<file path="src/rtl/fifo_pkg.sv">
// Shared definitions for the synchronous FIFO controller.
//   FIFO_PTR_DEF / FIFO_DEPTH_DEF : default pointer width and entry count
//   depth_ok()                    : legal-configuration check for a depth/pointer pair
//   count_w()                     : occupancy counter width for a pointer width
package fifo_pkg;

  localparam int FIFO_PTR_DEF   = 4;
  localparam int FIFO_DEPTH_DEF = 16;

  // The depth must be at least 2 and must fit in the pointer range.
  function automatic bit depth_ok(input int ptr_w, input int depth);
    return (depth >= 2) && (depth <= (1 << ptr_w));
  endfunction

  // One extra bit so that a completely full FIFO is representable.
  function automatic int count_w(input int ptr_w);
    return ptr_w + 1;
  endfunction

endpackage

</file>
<file path="src/rtl/sync_fifo_ctrl_if.sv">
// Bundle of user-side and sram-side signals of the FIFO controller.
//   master : producer/consumer/sram side (drives push, pop, clr_err)
//   slave  : the controller (drives sram enables/pointers, status, errors)
interface sync_fifo_ctrl_if
  import fifo_pkg::*;
#(
  parameter int FIFO_PTR = FIFO_PTR_DEF
);

  localparam int CW = count_w(FIFO_PTR);

  logic                push;
  logic                pop;
  logic                clr_err;
  logic                wren;
  logic [FIFO_PTR-1:0] wrptr;
  logic                rden;
  logic [FIFO_PTR-1:0] rdptr;
  logic                rd_valid;
  logic                full;
  logic                empty;
  logic                almost_full;
  logic                almost_empty;
  logic [CW-1:0]       count;
  logic                overflow;
  logic                underflow;

  modport master (
    output push, pop, clr_err,
    input  wren, wrptr, rden, rdptr, rd_valid,
    input  full, empty, almost_full, almost_empty, count,
    input  overflow, underflow
  );

  modport slave (
    input  push, pop, clr_err,
    output wren, wrptr, rden, rdptr, rd_valid,
    output full, empty, almost_full, almost_empty, count,
    output overflow, underflow
  );

endinterface

</file>
<file path="src/rtl/fifo_ptr_wrap.sv">
// Wrapping pointer for the FIFO controller.
//   clk, rst : clock and asynchronous active-high reset
//   en       : advance the pointer by one this cycle
//   ptr      : current pointer, wraps from FIFO_DEPTH-1 back to 0
module fifo_ptr_wrap
  import fifo_pkg::*;
#(
  parameter int FIFO_PTR   = FIFO_PTR_DEF,
  parameter int FIFO_DEPTH = FIFO_DEPTH_DEF
) (
  input  logic                clk,
  input  logic                rst,
  input  logic                en,
  output logic [FIFO_PTR-1:0] ptr
);

  // Explicit compare keeps non-power-of-two depths correct.
  localparam logic [FIFO_PTR-1:0] LAST = FIFO_PTR'(FIFO_DEPTH - 1);

  always_ff @(posedge clk or posedge rst) begin
    if (rst) begin
      ptr <= '0;
    end else if (en) begin
      ptr <= (ptr == LAST) ? '0 : ptr + 1'b1;
    end
  end

endmodule

</file>
<file path="src/rtl/sync_fifo_ctrl.sv">
// Single-clock FIFO controller driving both ports of a dual-port sram.
//   clk, rst : clock (shared with sram) and asynchronous active-high reset
//   bus      : slave side of sync_fifo_ctrl_if
//              in : push, pop, clr_err
//              out: wren/wrptr, rden/rdptr to the sram, rd_valid,
//                   full, empty, almost_full, almost_empty, count,
//                   sticky overflow/underflow
module sync_fifo_ctrl
  import fifo_pkg::*;
#(
  parameter int FIFO_PTR   = FIFO_PTR_DEF,
  parameter int FIFO_DEPTH = FIFO_DEPTH_DEF,
  parameter int AF_LEVEL   = 12,
  parameter int AE_LEVEL   = 4
) (
  input  logic             clk,
  input  logic             rst,
  sync_fifo_ctrl_if.slave  bus
);

  localparam int            CW      = count_w(FIFO_PTR);
  localparam logic [CW-1:0] DEPTH_C = CW'(FIFO_DEPTH);
  localparam logic [CW-1:0] AF_C    = CW'(AF_LEVEL);
  localparam logic [CW-1:0] AE_C    = CW'(AE_LEVEL);

  if (!depth_ok(FIFO_PTR, FIFO_DEPTH)) begin : g_cfg_err
    $error("sync_fifo_ctrl: FIFO_DEPTH must lie in [2, 2**FIFO_PTR]");
  end

  logic                push_ok;
  logic                pop_ok;
  logic [CW-1:0]       count_q;
  logic [CW-1:0]       count_next;
  logic                full_q;
  logic                empty_q;
  logic                af_q;
  logic                ae_q;
  logic                rd_valid_p1;
  logic                overflow_q;
  logic                underflow_q;
  logic [FIFO_PTR-1:0] wrptr;
  logic [FIFO_PTR-1:0] rdptr;

  // Acceptance uses the registered flags. A push at full is refused even
  // with a pop, and a pop at empty is refused even with a push, so the sram
  // never reads and writes the same address in one cycle. The rst term keeps
  // the sram enables low while reset is held.
  assign push_ok = bus.push & ~full_q  & ~rst;
  assign pop_ok  = bus.pop  & ~empty_q & ~rst;

  always_comb begin
    count_next = count_q;
    unique case ({push_ok, pop_ok})
      2'b10:   count_next = count_q + CW'(1);
      2'b01:   count_next = count_q - CW'(1);
      default: count_next = count_q;
    endcase
  end

  fifo_ptr_wrap #(.FIFO_PTR(FIFO_PTR), .FIFO_DEPTH(FIFO_DEPTH)) u_wr_ptr (
    .clk (clk),
    .rst (rst),
    .en  (push_ok),
    .ptr (wrptr)
  );

  fifo_ptr_wrap #(.FIFO_PTR(FIFO_PTR), .FIFO_DEPTH(FIFO_DEPTH)) u_rd_ptr (
    .clk (clk),
    .rst (rst),
    .en  (pop_ok),
    .ptr (rdptr)
  );

  // Flags come from count_next so they line up with count without lag.
  always_ff @(posedge clk or posedge rst) begin
    if (rst) begin
      count_q <= '0;
      full_q  <= 1'b0;
      empty_q <= 1'b1;
      af_q    <= 1'b0;
      ae_q    <= 1'b1;
    end else begin
      count_q <= count_next;
      full_q  <= (count_next == DEPTH_C);
      empty_q <= (count_next == '0);
      af_q    <= (count_next >= AF_C);
      ae_q    <= (count_next <= AE_C);
    end
  end

  // Read-data strobe: sram rddata is valid one cycle after rden.
  // Error flags: a new error in the same cycle as clr_err wins.
  always_ff @(posedge clk or posedge rst) begin
    if (rst) begin
      rd_valid_p1 <= 1'b0;
      overflow_q  <= 1'b0;
      underflow_q <= 1'b0;
    end else begin
      rd_valid_p1 <= pop_ok;
      overflow_q  <= (bus.push & full_q)  | (overflow_q  & ~bus.clr_err);
      underflow_q <= (bus.pop  & empty_q) | (underflow_q & ~bus.clr_err);
    end
  end

  assign bus.wren         = push_ok;
  assign bus.rden         = pop_ok;
  assign bus.wrptr        = wrptr;
  assign bus.rdptr        = rdptr;
  assign bus.rd_valid     = rd_valid_p1;
  assign bus.count        = count_q;
  assign bus.full         = full_q;
  assign bus.empty        = empty_q;
  assign bus.almost_full  = af_q;
  assign bus.almost_empty = ae_q;
  assign bus.overflow     = overflow_q;
  assign bus.underflow    = underflow_q;

endmodule

</file>
<file path="src/flat_wrapper.sv">
// flat-port wrapper written by rule: the top's interface ports become plain ports
module sync_fifo_ctrl_flat import fifo_pkg::*;
#(
  parameter int FIFO_PTR   = FIFO_PTR_DEF,
  parameter int FIFO_DEPTH = FIFO_DEPTH_DEF,
  parameter int AF_LEVEL   = 12,
  parameter int AE_LEVEL   = 4
)
  (clk, rst, bus_push, bus_pop, bus_clr_err, bus_wren, bus_wrptr, bus_rden, bus_rdptr, bus_rd_valid, bus_full, bus_empty, bus_almost_full, bus_almost_empty, bus_count, bus_overflow, bus_underflow);
  sync_fifo_ctrl_if #(.FIFO_PTR(FIFO_PTR)) bus_i ();
  input  logic clk;
  input  logic rst;
  input wire logic [$bits(bus_i.push)-1:0] bus_push;
  input wire logic [$bits(bus_i.pop)-1:0] bus_pop;
  input wire logic [$bits(bus_i.clr_err)-1:0] bus_clr_err;
  output wire logic [$bits(bus_i.wren)-1:0] bus_wren;
  output wire logic [$bits(bus_i.wrptr)-1:0] bus_wrptr;
  output wire logic [$bits(bus_i.rden)-1:0] bus_rden;
  output wire logic [$bits(bus_i.rdptr)-1:0] bus_rdptr;
  output wire logic [$bits(bus_i.rd_valid)-1:0] bus_rd_valid;
  output wire logic [$bits(bus_i.full)-1:0] bus_full;
  output wire logic [$bits(bus_i.empty)-1:0] bus_empty;
  output wire logic [$bits(bus_i.almost_full)-1:0] bus_almost_full;
  output wire logic [$bits(bus_i.almost_empty)-1:0] bus_almost_empty;
  output wire logic [$bits(bus_i.count)-1:0] bus_count;
  output wire logic [$bits(bus_i.overflow)-1:0] bus_overflow;
  output wire logic [$bits(bus_i.underflow)-1:0] bus_underflow;
  assign bus_i.push = bus_push;
  assign bus_i.pop = bus_pop;
  assign bus_i.clr_err = bus_clr_err;
  assign bus_wren = bus_i.wren;
  assign bus_wrptr = bus_i.wrptr;
  assign bus_rden = bus_i.rden;
  assign bus_rdptr = bus_i.rdptr;
  assign bus_rd_valid = bus_i.rd_valid;
  assign bus_full = bus_i.full;
  assign bus_empty = bus_i.empty;
  assign bus_almost_full = bus_i.almost_full;
  assign bus_almost_empty = bus_i.almost_empty;
  assign bus_count = bus_i.count;
  assign bus_overflow = bus_i.overflow;
  assign bus_underflow = bus_i.underflow;
  sync_fifo_ctrl #(.FIFO_PTR(FIFO_PTR), .FIFO_DEPTH(FIFO_DEPTH), .AF_LEVEL(AF_LEVEL), .AE_LEVEL(AE_LEVEL)) u_core (.clk(clk), .rst(rst), .bus(bus_i));
endmodule
</file>
<file path="config.mk">
export PLATFORM = sky130hd
export DESIGN_NAME = sync_fifo_ctrl_flat
export DESIGN_NICKNAME = d
export VERILOG_FILES = /design/src/rtl/fifo_pkg.sv /design/src/rtl/sync_fifo_ctrl_if.sv /design/src/rtl/fifo_ptr_wrap.sv /design/src/rtl/sync_fifo_ctrl.sv /design/src/flat_wrapper.sv
export SDC_FILE = /design/constraint.sdc
export NUM_CORES = 1
export LEC_CHECK = 0
export CAP_MARGIN = 5
export CORE_ASPECT_RATIO = 1.2
export CORE_MARGIN = 2
export CORE_UTILIZATION = 30
export CTS_CLUSTER_SIZE = 24
export DETAILED_ROUTE_END_ITERATION = 8
export GPL_TIMING_DRIVEN = 0
export PLACE_DENSITY_LB_ADDON = 0.08
export SLEW_MARGIN = 30
export SYNTH_ARGS = -nofsm -noshare
export SYNTH_HDL_FRONTEND = slang
export SYNTH_HIERARCHICAL = 1
export SYNTH_SLANG_ARGS = --single-unit
</file>
<file path="constraint.sdc">
create_clock -name clk -period 2.5 [get_ports clk]
set_clock_uncertainty 0.05 [all_clocks]
set_input_delay 0.5 -clock clk [delete_from_list [all_inputs] [get_ports clk]]
set_output_delay 0.5 -clock clk [all_outputs]
set_load 0.02 [all_outputs]
</file>
* Yosys cells after proc, flatten, opt, wreduce, memory -nomap -nowiden
Index checks and enable logic that the tools add are counted.
** Word-level totals
- Logic and storage cells :: 39
- Output and inout port bits :: 22
- Register bits :: 20
- Input port bits :: 5
** Cells by class
- Bitwise logic cells :: 14
- Add/subtract/negate cells :: 4
- Equality and inequality tests :: 5
- Mux-type cells :: 3
- Reduce and logical (&&, ||, !) cells :: 1
- Order comparisons :: 2
** Operators with widths (number)
- 5-bit case mux with 2 select lines :: 1
- 4-bit by 1-bit adder with 4-bit output (second input constant) :: 2
- 1-bit AND :: 8
- 4-bit equality test (second input constant) :: 2
- 4-bit 2-to-1 mux :: 2
- 5-bit by 1-bit adder with 5-bit output (second input constant) :: 1
- 5-bit equality test (second input constant) :: 1
- 5-bit by 4-bit >= comparator with 1-bit output (second input constant) :: 1
- 5-bit by 3-bit <= comparator with 1-bit output (second input constant) :: 1
- 5-bit logical NOT :: 1
- 5-bit by 1-bit subtractor with 5-bit output (second input constant) :: 1
- 1-bit inverter :: 4
- 2-bit by 1-bit equality test with 1-bit output (second input constant) :: 1
- 2-bit equality test (second input constant) :: 1
- 1-bit OR :: 2

* Logic depth before layout (Yosys ltp)
Gate-level depths: netlist of run 1.
- Depth after elaboration :: 6
- Mapped depth :: 11

* By module
The synthesis of run 1 kept the hierarchy.
** Modules (own cells, without submodules)
- sync_fifo_ctrl :: area an instance 689.4 um^2, seq. area each 302.8 um^2, cells each 62, times used 1
- fifo_ptr_wrap :: area an instance 183.9 um^2, seq. area each 100.1 um^2, cells each 17, times used 2

* Worst setup path before layout of run 1
No wires, ideal clock.
- Path type :: in2reg
- Start :: input port bus_pop
- End :: register u_core.af_q (netlist: u_core/bus.almost_full)
- Path slack :: -0.723 ns
- Data required time :: 2.332 ns
- Path buffers :: 1
- Setup time :: 0.118 ns
- Stages :: 10
- Arrival time :: 3.055 ns
- Path through :: nor3b_1 > ha_1 > buf_6 > xor2_1 > ha_1 > a21oi_2 > mux2i_1 > xor2_1 > inv_1 > a21o_1
** On the way
- Longest elaborated chain between the ends :: 5
- Elaborated cells between the ends (all ways) :: 6
- Those cells by class :: order compare (1); eq/ne (2); mux (1); bitwise (2)
** RTL lines
- from (decl) :: line flat_wrapper.sv:14 : input wire logic [$bits(bus_i.pop)-1:0] bus_pop;
- 1-bit AND * (2 in a row) :: line sync_fifo_ctrl.sv:49 : assign pop_ok = bus.pop & ~empty_q & ~rst;
- 2-bit by 1-bit equality test with 1-bit output or 2-bit equality test (tied branches) :: line sync_fifo_ctrl.sv:53 : unique case ({push_ok, pop_ok})
- 5-bit case mux with 2 select lines * :: line sync_fifo_ctrl.sv:53
- net u_core.count_next[2] :: line sync_fifo_ctrl.sv:33 : logic [CW-1:0] count_next;
- 5-bit by 4-bit >= comparator with 1-bit output * :: line sync_fifo_ctrl.sv:86 : af_q <= (count_next >= AF_C);
- to (signal assigned) :: line sync_fifo_ctrl.sv:86
- to (decl) :: line sync_fifo_ctrl.sv:36 : logic af_q;
Mark *: on every way through the listed nets, which the timed path passes. The rest lies on a longest branch.
A chain may end at the register's enable or synchronous reset.

* Worst setup path in the final report of run 1
- Start :: register u_core.full_q (netlist: u_core/bus.full)
- End :: output port bus_wren
** On the way
- Longest elaborated chain between the ends :: 3
** RTL lines
- from (decl) :: line sync_fifo_ctrl.sv:34 : logic full_q;
- from (signal assigned) :: line sync_fifo_ctrl.sv:84 : full_q <= (count_next == DEPTH_C);
- 1-bit inverter :: line sync_fifo_ctrl.sv:48 : assign push_ok = bus.push & ~full_q & ~rst;
- 1-bit AND (2 in a row) :: line sync_fifo_ctrl.sv:48
- to (decl) :: line flat_wrapper.sv:16 : output wire logic [$bits(bus_i.wren)-1:0] bus_wren;
No other way between the ends.

==> out/results.ini, run 1 <==
[yosys]
yosys-top-cells-area = dfrtp_1, ha_1, dfstp_2, nand2_1, mux2i_1
synth_commonest_cells = dfrtp_1, nand2_1, inv_1
yosysMostFrequentCell = dfrtp_1
ys_ff_latch = 20
synthesis.nets = 106
synth_cell_types = 32
synthCells = 96
synth_top_area_cell = dfrtp_1
ys.warnings.count = 6
synth.top_cell.area_share_pct = 42.6
yosysSeqAreaShare_pct = 47.6
async_reset_ff_share_pct = 100
synthFlopType = dfrtp_1
synth-edff-count = 0
syn-cell-area_mm2 = 0.00106
syn_avg_cell_area_um2 = 11.0

[route]
via_per_inst = 4.74
wl_per_cell_um = 12.7
dr_total_vias = 796
drt-total-wl_um = 2130
postRouteAntennaNets = 0
firstDrtPassIters = 4
drc = 0
first_iter_violations = 21

[global_routing]
grt_pass1_vias = 805
grt_use_met2_pct = 18.4
grt_pass1_wl_um = 3590
grtUsageMet3_pct = 1.69
globalRouteMet1Util_pct = 15.3
grt_max_degree = 13
top_usage_layer = met2
antenna_found_initial = 0
overflow = 0
track_usage_pct = 11.4

[worst_hold_path]
hp-class = input port to async pin

[sta]
worst_pin_slew_ns = 0.340
maxSlewHeadroom_pct = 77.1
fmax_ghz = 0.426
whs_ns = 0.127
setup_viol = 0
hold_viol = 0
rsz0062_at_grt = no
slew_violations = 0
period_share_pct = 93.9
fin_ws_ns = 0.151
totalNegativeSetupSlack_ns = 0
min_period_ns = 2.35

[cts]
clock_latency_ns = 0.25
clk_root_buffer_cell = clkbuf_8
cts_inserted_buffers = 3
clk_path_buf_depth = 2
cts_sinks = 20
cts_tree = done
path_clk_slew_ns = 0.08
h-tree-depth = 1

[place]
io_buffers = 26
place.gp.congestion = 0.673
hpwlAfterDp_um = 1540
dp_slack_ns = -1.02

[critical_path]
crit_required_ns = 1.95
crit_slowest_cell = clkdlybuf4s50_1
crit_type = flip-flop to output port
crit_buf_inv = 3
cp_cell_sequence = nand3b_1 > buf_4 > inv_1 > clkdlybuf4s50_1
arrival_ns = 1.80
critPathCaptureType = output port
worstPathMaxFanout = 7
startpoint_type = flip-flop
cp_top_family = buffers and inverters
cpPeakStageDelay_ns = 0.64

[run]
maxCapViolations = 0

[floorplanning]
io_pins = 27
placementRows = 23
die_w_um = 58.2
dieArea_mm2 = 0.00402
die_y_um = 69.0
core_area_mm2 = 0.00337
start_util_pct = 31.4

[final_layout]
drive_gt1_share_pct = 22.9
final_util_pct = 44.3
area_growth_pct = 41.2
diodes = 0
finalNetCount = 142

[power_and_ir_drop]
cellPowerDensity_mw_per_mm2 = 1300
total_power_mw = 1.94
leakage_nw = 0.634
ir_worst_vdd_v = 0.000660

[run_status]
outcome = finished clean

[power by group]
| group | total, mW | switching [mW] | internal, mW |
|---|---|---|---|
| combinational | 0.992 | 0.500 | 0.492 |
| clock | 0.321 | 0.108 | 0.213 |
| sequential | 0.626 | 0.160 | 0.466 |
[final cells by class]
type                            instances  area (um^2)
Tap cell                               37         46.3
Multi-Input combinational cell         63          513
Buffer                                  3         27.5
Timing Repair Buffer                   31          290
Clock inverter                          1         30.0
Clock buffer                            3         41.3
Sequential cell                        20          503
Inverter                               10         41.3
Fill cell                             335         1870
[sequential cells by signal (all words and copies together), names as in the netlist]
name and flops:
u_core/u_wr_ptr/ptr 4, u_core/bus.full 1, u_core/u_rd_ptr/ptr 4, u_core/bus.almost_empty 1, u_core/bus.rd_valid 1, u_core/bus.underflow 1
u_core/bus.empty 1, u_core/bus.overflow 1, u_core/bus.count 5, u_core/bus.almost_full 1
[kinds of logic after synthesis]
group / Yosys count / synth area share [%]
simple gates: 28 / 15.0
xor+xnor: 7 / 7.22
fa+ha+maj: 5 / 5.92
flops: 20 / 47.6
compound gates: 16 / 11.1
buf+inv: 13 / 6.15
mux: 7 / 6.98
[path summary, 6_finish.rpt]
path	start	endpoint	slack [ns]	cells after the start
min reg2reg	u_core/u_wr_ptr/ptr[3]$_DFFE_PP0P_	u_core/u_wr_ptr/ptr[3]$_DFFE_PP0P_	0.46	1
max in group asynchronous	rst	u_core/bus.almost_empty$_DFF_PP1_	1.91	3
min	rst	u_core/u_rd_ptr/ptr[2]$_DFFE_PP0P_	0.13	2
max	u_core/bus.full$_DFF_PP0_	bus_wren	0.15	4
min in group clk	u_core/u_wr_ptr/ptr[3]$_DFFE_PP0P_	u_core/u_wr_ptr/ptr[3]$_DFFE_PP0P_	0.46	1
max reg2reg	u_core/bus.empty$_DFF_PP1_	u_core/bus.full$_DFF_PP0_	0.21	10
[timing repair]
action                                  in CTS  in global routing
endpoints found under the hold margin        0                  0
endpoints found under the setup margin      10                  4
buffers inserted                             3                  2
resized for setup                            6                  2
pin swaps                                    7                  5
gates cloned                                 0                  0
hold buffers                                 0                  0
[per-layer routing]
| layer | share of wire [%] | routed length (um) | vias up |
|---|---|---|---|
| li1 | - | - | 396 |
| met3 | 3.6 | 76 | 2 |
| met4 | 0.66 | 14 | 0 |
| met1 | 47 | 994 | 381 |
| met5 | 0 | 0 | - |
| met2 | 49 | 1050 | 17 |
[cell usage in the layout (no fill, tap or decap), types with 4 or more instances in the layout]
cell type | Yosys | final
clkdlybuf4s50_1 | 0 | 23
nor2_1 | 4 | 4
mux2i_1 | 4 | 4
dfrtp_1 | 18 | 18
buf_4 | 0 | 5
inv_1 | 10 | 9
o21ai_1 | 4 | 4
nand2_1 | 11 | 11
[metrics by stage]
stage	area, um^2	std cells
after global placement	1380	159
after CTS	1480	166
after detailed placement	1380	159
final	1490	168
after global routing	1490	168
after floorplan	1080	96
(Power assumes the default switching activity.)
==> inputs of run 2 (changes only) <==
- ABC_AREA: not set -> 0
- RECOVER_POWER: not set -> 50
==> out/results.ini, run 2 (synthesized netlist as in run 1, its figures left out) <==
[floorplanning]
core_area_mm2 = 0.00337
die_w_um = 58.2
placementRows = 23
start_util_pct = 31.4
dieArea_mm2 = 0.00402
die_y_um = 69.0
io_pins = 27

[route]
firstDrtPassIters = 4
wl_per_cell_um = 12.7
dr_total_vias = 796
postRouteAntennaNets = 0
via_per_inst = 4.74
drc = 0
first_iter_violations = 21
drt-total-wl_um = 2130

[final_layout]
diodes = 0
drive_gt1_share_pct = 22.1
final_common_cell = clkdlybuf4s50_1
largest_reg_flops = 5
area_growth_pct = 40.8
finalNetCount = 142
final_cell_mix = clkdlybuf4s50_1, dfrtp_1, nand2_1, inv_1

[run]
maxCapViolations = 0

[sta]
rsz0062_at_grt = no
totalNegativeSetupSlack_ns = 0
fin_ws_ns = 0.153
whs_ns = 0.127
maxSlewHeadroom_pct = 54.3
min_period_ns = 2.35
fmax_ghz = 0.426
slew_violations = 0
setup_viol = 0
hold_viol = 0
period_share_pct = 93.9
worst_pin_slew_ns = 0.686

[critical_path]
critPathCaptureType = output port
crit_required_ns = 1.95
r2r_start = u_core/bus.empty$_DFF_PP1_
crit_type = flip-flop to output port
startpoint_type = flip-flop
worstPathMaxFanout = 7
worst-r2r-cell-count = 10
regToRegEndpoint = u_core/bus.full$_DFF_PP0_
arrival_ns = 1.80
r2r_slack_ns = 0.21

[power_and_ir_drop]
leakage_nw = 0.631
total_power_mw = 1.93
cellPowerDensity_mw_per_mm2 = 1300
ir_worst_vdd_v = 0.000660

[global_routing]
overflow = 0
track_usage_pct = 11.4
grt_pass1_wl_um = 3590
antenna_found_initial = 0
grt_pass1_vias = 805
grt_max_degree = 13

[cts]
h-tree-depth = 1
path_clk_slew_ns = 0.08
cts_tree = done
clk_path_buf_depth = 2
clk_root_buffer_cell = clkbuf_8
cts_inserted_buffers = 3
clock_latency_ns = 0.25
cts_sinks = 20

[run_status]
outcome = finished clean

[place]
dp_slack_ns = -1.02
hpwlAfterDp_um = 1540
place.gp.congestion = 0.673
io_buffers = 26

[worst_hold_path]
hp-class = input port to async pin

==> run 2: metal layers <==
layer	wire length [um]	track usage, %	vias up	share of wire [%]
met4	14	4.13	0	0.66
met2	1050	18.4	17	49
met3	76	1.69	2	3.6
met5	0	0	-	0
li1	-	-	396	-
met1	991	15.3	381	47
==> run 2: layout make-up <==
cell class / count / area, um^2
plain buffers: 3 / 27.5
clock buffers: 3 / 41.3
clock inverters: 1 / 30.0
fillers: 335 / 1880
inverters: 10 / 41.3
multi-input cells: 63 / 513
flip-flops and latches: 20 / 503
well taps: 37 / 46.3
repair buffers: 31 / 287
==> run 2: critical path, stage by stage, from the launching register on <==
cell,delay (ns)
dfrtp_1,0.39
nand3b_1,0.19
clkbuf_4,0.16
inv_1,0.16
clkdlybuf4s50_1,0.64
==> run 2: where the power goes <==
group	leakage, nW	switching [mW]	internal (mW)
clock network	0.0357	0.107	0.213
registers	0.241	0.160	0.466
logic	0.354	0.498	0.489
total	0.631	0.766	1.17
==> run 2: stage by stage <==
step                util [%]  instance area (um^2)  cells
floorplan                  -                  1080     96
global placement        41.1                  1380    159
detailed placement      41.1                  1380    159
CTS                     44.1                  1480    166
global route            44.2                  1490    168
finish                  44.2                  1490    168
==> run 2: worst max path at each step <==
stage	from	depth (start not counted)	slack, ns	endpoint
floorplan	rst	10	-0.05	u_core/bus.full$_DFF_PP0_
global placement	rst	12	-0.98	u_core/bus.almost_empty$_DFF_PP1_
detailed placement	rst	12	-1.02	u_core/bus.full$_DFF_PP0_
CTS	rst	12	0.03	u_core/bus.full$_DFF_PP0_
global route	bus_pop	11	0.02	u_core/bus.full$_DFF_PP0_
finish	u_core/bus.full$_DFF_PP0_	4	0.15	bus_wren
==> run 2: what timing repair did <==
action | 4_1_cts | 5_1_grt
gates resized for setup | 6 | 2
hold buffers | 0 | 0
pin swaps | 7 | 5
setup buffers | 3 | 2
gates cloned | 0 | 0
endpoints found under the setup margin | 10 | 4
hold endpoints to repair | 0 | 0
==> inputs of run 3 (changes only) <==
- CORE_UTILIZATION: 30 -> 25
- PLACE_DENSITY: not set -> 0.52
- PLACE_DENSITY_LB_ADDON: 0.08 -> not set
==> out/results.ini, run 3 (synthesized netlist as in run 1, its figures left out) <==
[sta]
slew_violations = 0
min_period_ns = 2.36
setup_viol = 0
period_share_pct = 94.6
hold_viol = 0
fmax_ghz = 0.423
rsz0062_at_grt = no
worst_pin_slew_ns = 0.665
fin_ws_ns = 0.135
maxSlewHeadroom_pct = 55.7

[critical_path]
worstPathMaxFanout = 7
crit_slowest_cell = clkdlybuf4s50_1
crit_required_ns = 1.95
cp_cell_sequence = nand3b_1 > clkbuf_4 > inv_1 > clkdlybuf4s50_1
cpPeakStageDelay_ns = 0.64
arrival_ns = 1.81
crit_type = flip-flop to output port
startpoint_type = flip-flop
critPathCaptureType = output port

[power_and_ir_drop]
p_sw_uw = 769
cellPowerDensity_mw_per_mm2 = 1240
power_frac_seq_pct = 34.4
ir_worst_vdd_v = 0.000507
combinationalPowerShare_pct = 54.1
leakage_nw = 0.619
pwr-share-clk_pct = 11.5
sw_frac_of_total_pct = 41.8
internal_power_mw = 1.07

[place]
dp_slack_ns = -1.02
hpwlAfterDp_um = 1680
place.gp.congestion = 0.762
io_buffers = 26
place_inst = 176

[floorplanning]
dieArea_mm2 = 0.00477
io_pins = 27
placementRows = 25
die_w_um = 63.4
core_area_mm2 = 0.00400
die_y_um = 75.2
start_util_pct = 26.4

[cts]
hold_buffers = 0
cts_sinks = 20
clk_path_buf_depth = 2
h-tree-depth = 1
clk_root_buffer_cell = clkbuf_8
path_clk_slew_ns = 0.07
cts_inserted_buffers = 3
cts_tree = done
clock_latency_ns = 0.25

[run]
maxCapViolations = 0

[route]
first_iter_violations = 36
dr_total_vias = 825
wl_per_cell_um = 11.8
firstDrtPassIters = 4
via_per_inst = 4.46
drt-total-wl_um = 2180
drc = 0
postRouteAntennaNets = 0

[global_routing]
grt_pass1_wl_um = 3710
overflow = 0
grt_pass1_vias = 816
antenna_found_initial = 0
track_usage_pct = 9.90
grt_max_degree = 13

[final_layout]
drive_gt1_share_pct = 22.1
largest_reg_flops = 5
final_cell_count_no_fill = 185
final_util_pct = 37.1
area_growth_pct = 40.6
final_common_cell = clkdlybuf4s50_1
final_cell_mix = clkdlybuf4s50_1, dfrtp_1, nand2_1, inv_1
diodes = 0
finalNetCount = 142
fillers = 442

[run_status]
outcome = finished clean

[worst_hold_path]
hp-class = input port to async pin

[run 3: cell types whose count changed in the layout (fill, tap and decap cells not counted), sizes merged]
cell | before | now
bufinv | 1 | 0
clkbuf | 5 | 6
[run 3: worst paths after layout]
path                                                    start                                 end  slack [ns]  depth (start not counted)
max                                 u_core/bus.full$_DFF_PP0_                            bus_wren        0.14                          4
min                                                       rst  u_core/u_rd_ptr/ptr[2]$_DFFE_PP0P_        0.12                          2
max in group asynchronous                                 rst       u_core/bus.count[4]$_DFF_PP0_        1.52                          3
min reg2reg                u_core/u_rd_ptr/ptr[3]$_DFFE_PP0P_  u_core/u_rd_ptr/ptr[3]$_DFFE_PP0P_        0.46                          1
min in group clk           u_core/u_rd_ptr/ptr[3]$_DFFE_PP0P_  u_core/u_rd_ptr/ptr[3]$_DFFE_PP0P_        0.46                          1
max reg2reg                         u_core/bus.full$_DFF_PP0_           u_core/bus.full$_DFF_PP0_        0.16                         10
[run 3: power groups by stage]
stage	Sequential, mW	Combinational (mW)	Clock [mW]
floorplan	0.779	0.449	0
global placement	0.635	0.968	0
detailed placement	0.642	0.980	0
CTS	0.636	1.01	0.225
global route	0.663	1.08	0.238
finish	0.632	0.994	0.212
[run 3: layout make-up]
type	instances	area, um^2	share of cell area (%)
Tap cell	54	67.6	4.55
Buffer	3	27.5	1.85
Multi-Input combinational cell	63	518	34.8
Inverter	10	38.8	2.61
Sequential cell	20	503	33.8
Clock buffer	4	45.0	3.03
Timing Repair Buffer	31	287	19.3
[run 3: worst max-delay path, delay by kind of cell (launching register included)]
kind,cells,cell delay (ns)
buffers and inverters,3,0.96
flip-flops,1,0.40
AND/OR/NAND/NOR,1,0.20
[run 3: timing repair]
item / in CTS / in global routing
setup endpoints to repair: 10 / 5
setup buffers: 5 / 0
gates cloned: 0 / 0
resized for setup: 7 / 2
pin swaps: 8 / 2
[run 3: stage by stage]
step,power (mW),area [um^2],setup TNS (ns),hold slack (ns)
global placement,1.60,1410,-7.41,0.442
global route,1.98,1490,0,0.127
finish,1.84,1490,0,0.124
detailed placement,1.62,1410,-7.63,0.439
CTS,1.88,1500,0,0.248
floorplan,1.23,1080,-0.124,0.216
[run 3: metal layers]
| layer | vias up | part of all wire (%) | track usage, % |
|---|---|---|---|
| met5 | - | 0 | 0 |
| li1 | 401 | - | - |
| met2 | 22 | 50 | 16.7 |
| met3 | 2 | 4.3 | 2.09 |
| met1 | 400 | 45 | 12.4 |
| met4 | 0 | 0.96 | 4.35 |
